<file path="src/rtl/bitbakery_serial_tx_ctrl_if.sv">
// bitbakery_serial_tx_ctrl_if: groups the request, game-state, snapshot and pacing signals of the packet sequencer.
//   master: request side (enviar, auto_en, D0-D2, map_obstacles, fim_tx out; snapshots, pulses, status in)
//   slave:  sequencer side (mirror of master)
interface bitbakery_serial_tx_ctrl_if;
    logic         enviar;
    logic         auto_en;
    logic [7:0]   D0;
    logic [7:0]   D1;
    logic [7:0]   D2;
    logic [511:0] map_obstacles;
    logic         fim_tx;
    logic [7:0]   D0_q;
    logic [7:0]   D1_q;
    logic [7:0]   D2_q;
    logic [511:0] map_q;
    logic         iniciar;
    logic         conta;
    logic         ocupado;
    logic         fim_pacote;
    logic [3:0]   db_estado;

    modport master (
        output enviar, auto_en, D0, D1, D2, map_obstacles, fim_tx,
        input  D0_q, D1_q, D2_q, map_q, iniciar, conta, ocupado, fim_pacote, db_estado
    );

    modport slave (
        input  enviar, auto_en, D0, D1, D2, map_obstacles, fim_tx,
        output D0_q, D1_q, D2_q, map_q, iniciar, conta, ocupado, fim_pacote, db_estado
    );
endinterface

</file>
<file path="src/rtl/bitbakery_serial_tx_ctrl.sv">
// bitbakery_serial_tx_ctrl: snapshots game state and paces the transmitter through one 69-byte packet per request.
//   clock  : system clock, rising edge
//   reset  : asynchronous, active-low
//   bus    : slave modport; requests, live state and fim_tx in; snapshots, iniciar/conta/fim_pacote pulses, ocupado, db_estado out
module bitbakery_serial_tx_ctrl #(
    parameter int N_BYTES = 69,
    parameter int PERIODO = 2500000
) (
    input logic                       clock,
    input logic                       reset,
    bitbakery_serial_tx_ctrl_if.slave bus
);
    localparam int TW = $clog2(PERIODO);
    localparam logic [TW-1:0] T_MAX = TW'(PERIODO - 1);
    localparam logic [6:0] LAST = 7'(N_BYTES - 1);

    typedef enum logic [3:0] {
        INICIAL   = 4'd0,
        PREPARA   = 4'd1,
        TRANSMITE = 4'd2,
        ESPERA    = 4'd3,
        PROXIMO   = 4'd4,
        FIM       = 4'd5
    } state_t;

    state_t        state_q, state_d;
    logic [6:0]    idx_q, idx_d;
    logic [TW-1:0] timer_q, timer_d;
    logic          pendente_q, pendente_d;
    logic          wrap;
    logic          load;

    always_comb begin
        state_d = state_q;
        idx_d   = idx_q;
        load    = 1'b0;
        case (state_q)
            INICIAL:   state_d = (bus.enviar || pendente_q) ? PREPARA : INICIAL;
            PREPARA: begin
                load    = 1'b1;
                idx_d   = 7'd0;
                state_d = TRANSMITE;
            end
            TRANSMITE: state_d = ESPERA;
            ESPERA:    state_d = !bus.fim_tx ? ESPERA : (idx_q == LAST) ? FIM : PROXIMO;
            PROXIMO: begin
                idx_d   = idx_q + 7'd1;
                state_d = TRANSMITE;
            end
            FIM: begin
                idx_d   = 7'd0;
                state_d = INICIAL;
            end
            default:   state_d = INICIAL;
        endcase
    end

    // A request arriving while a packet is in flight (or a timer wrap) is remembered
    // once; accepting a packet consumes it, so coincident requests collapse.
    always_comb begin
        wrap       = bus.auto_en && (timer_q == T_MAX);
        timer_d    = (!bus.auto_en || wrap) ? '0 : timer_q + TW'(1);
        pendente_d = (state_q == INICIAL && state_d == PREPARA) ? 1'b0 :
                     pendente_q || wrap || (bus.enviar && state_q != INICIAL);
    end

    always_comb begin
        bus.iniciar    = state_q == TRANSMITE;
        bus.conta      = state_q == PROXIMO || state_q == FIM;
        bus.fim_pacote = state_q == FIM;
        bus.ocupado    = state_q != INICIAL;
        bus.db_estado  = state_q;
    end

    always_ff @(posedge clock or negedge reset) begin
        if (!reset) begin
            state_q    <= INICIAL;
            idx_q      <= 7'd0;
            timer_q    <= '0;
            pendente_q <= 1'b0;
        end else begin
            state_q    <= state_d;
            idx_q      <= idx_d;
            timer_q    <= timer_d;
            pendente_q <= pendente_d;
        end
    end

    // Snapshot is taken on the edge leaving PREPARA and held for the whole packet.
    always_ff @(posedge clock or negedge reset) begin
        if (!reset) begin
            bus.D0_q  <= 8'd0;
            bus.D1_q  <= 8'd0;
            bus.D2_q  <= 8'd0;
            bus.map_q <= '0;
        end else if (load) begin
            bus.D0_q  <= bus.D0;
            bus.D1_q  <= bus.D1;
            bus.D2_q  <= bus.D2;
            bus.map_q <= bus.map_obstacles;
        end
    end
endmodule

</file>
<file path="src/flat_wrapper.sv">
// flat-port wrapper written by rule: the top's interface ports become plain ports
module bitbakery_serial_tx_ctrl_flat 
#(
    parameter int N_BYTES = 69,
    parameter int PERIODO = 2500000
)
  (clock, reset, bus_enviar, bus_auto_en, bus_D0, bus_D1, bus_D2, bus_map_obstacles, bus_fim_tx, bus_D0_q, bus_D1_q, bus_D2_q, bus_map_q, bus_iniciar, bus_conta, bus_ocupado, bus_fim_pacote, bus_db_estado);
  bitbakery_serial_tx_ctrl_if bus_i ();
  input logic clock;
  input logic reset;
  input wire logic [$bits(bus_i.enviar)-1:0] bus_enviar;
  input wire logic [$bits(bus_i.auto_en)-1:0] bus_auto_en;
  input wire logic [$bits(bus_i.D0)-1:0] bus_D0;
  input wire logic [$bits(bus_i.D1)-1:0] bus_D1;
  input wire logic [$bits(bus_i.D2)-1:0] bus_D2;
  input wire logic [$bits(bus_i.map_obstacles)-1:0] bus_map_obstacles;
  input wire logic [$bits(bus_i.fim_tx)-1:0] bus_fim_tx;
  output wire logic [$bits(bus_i.D0_q)-1:0] bus_D0_q;
  output wire logic [$bits(bus_i.D1_q)-1:0] bus_D1_q;
  output wire logic [$bits(bus_i.D2_q)-1:0] bus_D2_q;
  output wire logic [$bits(bus_i.map_q)-1:0] bus_map_q;
  output wire logic [$bits(bus_i.iniciar)-1:0] bus_iniciar;
  output wire logic [$bits(bus_i.conta)-1:0] bus_conta;
  output wire logic [$bits(bus_i.ocupado)-1:0] bus_ocupado;
  output wire logic [$bits(bus_i.fim_pacote)-1:0] bus_fim_pacote;
  output wire logic [$bits(bus_i.db_estado)-1:0] bus_db_estado;
  assign bus_i.enviar = bus_enviar;
  assign bus_i.auto_en = bus_auto_en;
  assign bus_i.D0 = bus_D0;
  assign bus_i.D1 = bus_D1;
  assign bus_i.D2 = bus_D2;
  assign bus_i.map_obstacles = bus_map_obstacles;
  assign bus_i.fim_tx = bus_fim_tx;
  assign bus_D0_q = bus_i.D0_q;
  assign bus_D1_q = bus_i.D1_q;
  assign bus_D2_q = bus_i.D2_q;
  assign bus_map_q = bus_i.map_q;
  assign bus_iniciar = bus_i.iniciar;
  assign bus_conta = bus_i.conta;
  assign bus_ocupado = bus_i.ocupado;
  assign bus_fim_pacote = bus_i.fim_pacote;
  assign bus_db_estado = bus_i.db_estado;
  bitbakery_serial_tx_ctrl #(.N_BYTES(N_BYTES), .PERIODO(PERIODO)) u_core (.clock(clock), .reset(reset), .bus(bus_i));
endmodule
</file>
<file path="config.mk">
export PLATFORM = sky130hd
export DESIGN_NAME = bitbakery_serial_tx_ctrl_flat
export DESIGN_NICKNAME = d
export VERILOG_FILES = /design/src/rtl/bitbakery_serial_tx_ctrl_if.sv /design/src/rtl/bitbakery_serial_tx_ctrl.sv /design/src/flat_wrapper.sv
export SDC_FILE = /design/constraint.sdc
export NUM_CORES = 1
export LEC_CHECK = 0
export CAP_MARGIN = 20
export CORE_AREA = 10 10 409 411
export CTS_BUF_LIST = sky130_fd_sc_hd__clkbuf_2
export DETAILED_ROUTE_END_ITERATION = 8
export DIE_AREA = 0 0 419 421
export GPL_TIMING_DRIVEN = 1
export PLACE_DENSITY_LB_ADDON = 0.3
export SYNTH_ARGS = -nofsm -noshare
export SYNTH_HDL_FRONTEND = slang
export SYNTH_SLANG_ARGS = --single-unit
</file>
<file path="constraint.sdc">
create_clock -name clock -period 4.7 [get_ports clock]
set_clock_uncertainty 0.2 [all_clocks]
set_input_delay 0.94 -clock clock [delete_from_list [all_inputs] [get_ports clock]]
set_output_delay 0.94 -clock clock [all_outputs]
set_load 0.05 [all_outputs]
</file>
==> key figures <==
Status
  – Status: completed

STA
  – Final Max Slew Viols: 0
  – Tmin final: 4260 ps
  – # setup viols final: 0
  – Tightest Pin Transition: 1050 ps
  – Period utilization: 90.6%
  – Setup TNS: 0 ps
  – Endpoints failing hold: 0
  – RSZ-0062 raised after global routing: no
  – Max Fclk: 235 MHz
  – Worst slew margin: 29.8%

Placed design
  – Routability Congestion: 0.788
  – Port Buffer Count: 1083
  – Hpwl dp: 92500 µm
  – Area of placed instances: 34900 µm²

Worst setup path
  – R2r worst-path depth: 4
  – WP buf/inv: 1
  – Critical path capture point type: primary output
  – CP delay by family, top: buffers and inverters
  – Setup crit start kind: flip-flop
  – Worst r2r src: u_core.bus.db_estado[0]
  – Crit path cell chain: clkdlybuf4s50_1
  – Crit-path max FO: 16
  – RR Endpoint: u_core.bus.map_q[176]
  – Crit Path Class: flip-flop to primary output
  – CP arrival: 3120 ps
  – R2R Setup Slk: 1760 ps
  – CP required: 3560 ps
  – Crit path from: u_core.bus.db_estado[1]
  – Slowest stage cell, crit path: clkdlybuf4s50_1
  – CP peak stage delay: 940 ps

Synth
  – Post-synthesis sequential area ratio: 66.1%
  – Main combinational cell family by area after synthesis: multiplexers
  – Simple-gate portion of the synthesized area: 2.49%
  – Synth Flop Type: dfrtp_1
  – Syn Area/Cell: 16.2 µm²
  – Post-synth ARST share: 100%
  – Mapped Area: 21500 µm²
  – Compound-Gate Fraction of Synth Area: 0.901%
  – Post-synth top area cell: dfrtp_1
  – Syn Inst Count: 1327
  – Synthesized net count: 1871
  – Number of flops mapped to enable cells by yosys: 0
  – Register bit total from synthesis: 569
  – Yosys warns: 0
  – Largest cells by area after synthesis: dfrtp_1 (66%), mux2_2 (28%), buf_2 (1.3%), nor2_1 (0.45%), o21ai_0 (0.37%)
  – Adder-Cell Fraction of Synth Area: 0.174%
  – Multiplexer area fraction after synthesis: 28.1%
  – Top-area cell type share of the netlist area: 66.1%
  – Synth cell types: 41
  – Synth Area in XOR/XNOR: 0.529%

Power and ir drop
  – Leakage: 0.0176 µW
  – Comb pwr share: 62.0%
  – Cell Pwr Density: 760 nW/µm²
  – Sw Ratio: 50.8%
  – Clock Power Share: 11.7%
  – VDD IR-drop max: 0.491 mV
  – P_sw: 16900 µW
  – Flop pwr share: 26.3%
  – Power Internal: 16400 µW

Hold path
  – WHS Endpoint: u_core.timer_q[0]
  – Hold path startpoint: u_core.timer_q[0]
  – Hold path cells: 1
  – Hold Path Class: flip-flop to flip-flop

GRT
  – Initial antenna violation count: 43
  – Vias in the first global route: 21500
  – Largest net degree at the start of global routing: 157
  – GRT Util Overall: 13.4%
  – First-pass GRT wire length: 169000 µm
  – Total global routing overflow: 0

Floorplan
  – DIE HEIGHT: 421 µm
  – Rows: 147
  – Die X: 419 µm
  – Placeable Area: 159000 µm²
  – Die area: 176000 µm²
  – # IOs: 1085
  – Starting Density: 13.5%

Route
  – DRC errors left: 0
  – Iteration-0 DRC Markers: 515
  – Vias: 19000
  – Vias per cell: 3.47
  – Routed WL per cell: 22.0 µm
  – Final WL: 121000 µm
  – Number of routed nets with antenna violations: 0
  – First-pass DRT Iterations: 4

Layout
  – Area of the multi-input gates: 6950 µm²
  – Fin nets: 3824
  – Area grow syn2layout: 103%
  – Share of layout cells above drive strength 1: 24.3%
  – Filler cells: 16500
  – Register area: 14200 µm²
  – Design area: 43800 µm²

Run
  – MaxCap Viol Count: 0

CTS
  – CTS tree: built
  – H-Tree Depth: 4
  – Sink Count: 569
  – Post-CTS Setup Bufs: 0
  – CTS Root Cell: clkbuf_2
  – Clock-pin transition on the worst setup and hold timing paths: 80 ps
  – Clk buf depth: 3
  – Clk_lat worst skew: 1510 ps
  – CTS Buf Count: 181
state kept, by name, summed over array words and instances, names as in the netlist:
register / count
u_core.bus.map_q: 512
u_core.bus.D1_q: 8
u_core.bus.db_estado: 3
u_core.bus.D0_q: 8
u_core.timer_q: 22
u_core.idx_q: 7
u_core.bus.D2_q: 8
u_core.pendente_q: 1
cells by family (layout without fill, tap and decap cells):
logic type,count (synthesis),after routing
other,1,20
DFF,569,569
and+or+nand+nor,98,98
AOI/OAI and AO/OA,33,33
adders and majority gates,3,3
muxes,537,537
buffers and inverters,73,2122
xor gates and xnor gates,13,13
layout make-up:
type                    count  share of cell area, %
clock inverters            44                  0.583
inverters                   4                 0.0343
multi-input cells         685                   15.9
flip-flops and latches    569                   32.5
diodes                     19                  0.109
well taps                2086                   5.96
repair buffers           1839                   42.2
clock buffers             235                   2.69
metal layers:
metal | global-route usage, % | wire length (µm) | up-vias
met1 | 13.1 | 41200 | 9324
met5 | 0 | 0 | -
met3 | 6.98 | 13100 | 247
met2 | 24.3 | 63200 | 729
li1 | - | - | 8704
met4 | 4.37 | 3390 | 0
cells in the mapped netlist, drive strengths merged (4+ instances only):
library cell / n
nand4: 9
a21oi: 10
mux2: 536
nor2: 26
o21ai: 16
clkbuf: 10
and2: 4
nand2: 19
xnor2: 8
inv: 4
or3: 5
dfrtp: 569
xor2: 5
and4: 5
buf: 59
nand3: 9
power by group through the flow:
stage	Sequential, µW	Combinational (µW)	Clock [µW]
CTS	8760	21000	4200
global placement	8740	20400	0
global route	9060	21600	4460
detailed placement	8830	20400	0
finish	8750	20600	3890
floorplan	17000	4140	0
metrics by stage:
stage	hold WS, ps	setup slack [ps]	utilization, %	power (µW)	std cells
after global placement	284	1660	21.9	29100	4449
after detailed placement	282	1670	21.9	29200	4449
final	292	442	27.5	33300	5481
after CTS	0.371	11.9	27.4	34000	5462
after floorplan	245	1240	-	21100	1327
after global routing	30.0	0.0173	27.5	35100	5478
worst max-delay path by stage:
stage	endpoint	slack, ps	cells after the start
6_report	bus_db_estado[1]	440	1
5_1_grt	bus_fim_pacote	0.02	3
4_1_cts	bus_db_estado[1]	10	1
3_5_place_dp	bus_fim_pacote	1670	3
3_3_place_gp	bus_fim_pacote	1660	3
2_1_floorplan	bus_fim_pacote	1240	3
layout by cell type (no fill, tap or decap), types with 3 or more instances in the layout:
cell type / netlist / routed
o21ai_0: 16 / 16
dlygate4sd2_1: 0 / 3
and3_1: 3 / 3
and4_1: 4 / 4
nor2_1: 26 / 26
ha_1: 3 / 3
nand4_1: 8 / 8
diode_2: 0 / 19
dfrtp_1: 569 / 569
nand3_1: 8 / 8
clkinv_1: 0 / 26
nor4_1: 3 / 3
xor2_1: 5 / 5
inv_1: 4 / 4
clkinv_2: 0 / 3
clkinvlp_4: 0 / 4
nand2_1: 19 / 19
clkbuf_2: 0 / 235
mux2_2: 536 / 536
dlygate4sd3_1: 0 / 733
and2_1: 4 / 4
xnor2_1: 8 / 8
buf_4: 3 / 12
or3_1: 5 / 5
buf_12: 0 / 10
clkdlybuf4s50_1: 0 / 1078
nor3_1: 3 / 3
inv_6: 0 / 4
a21oi_1: 8 / 8
repair_timing:
item | CTS | global route
hold endpoints to repair | 1131 | 0
resized for setup | 5 | 0
hold buffers | 734 | 0
endpoints found under the setup margin | 4 | 0
Power figures use the tool's default switching activity.
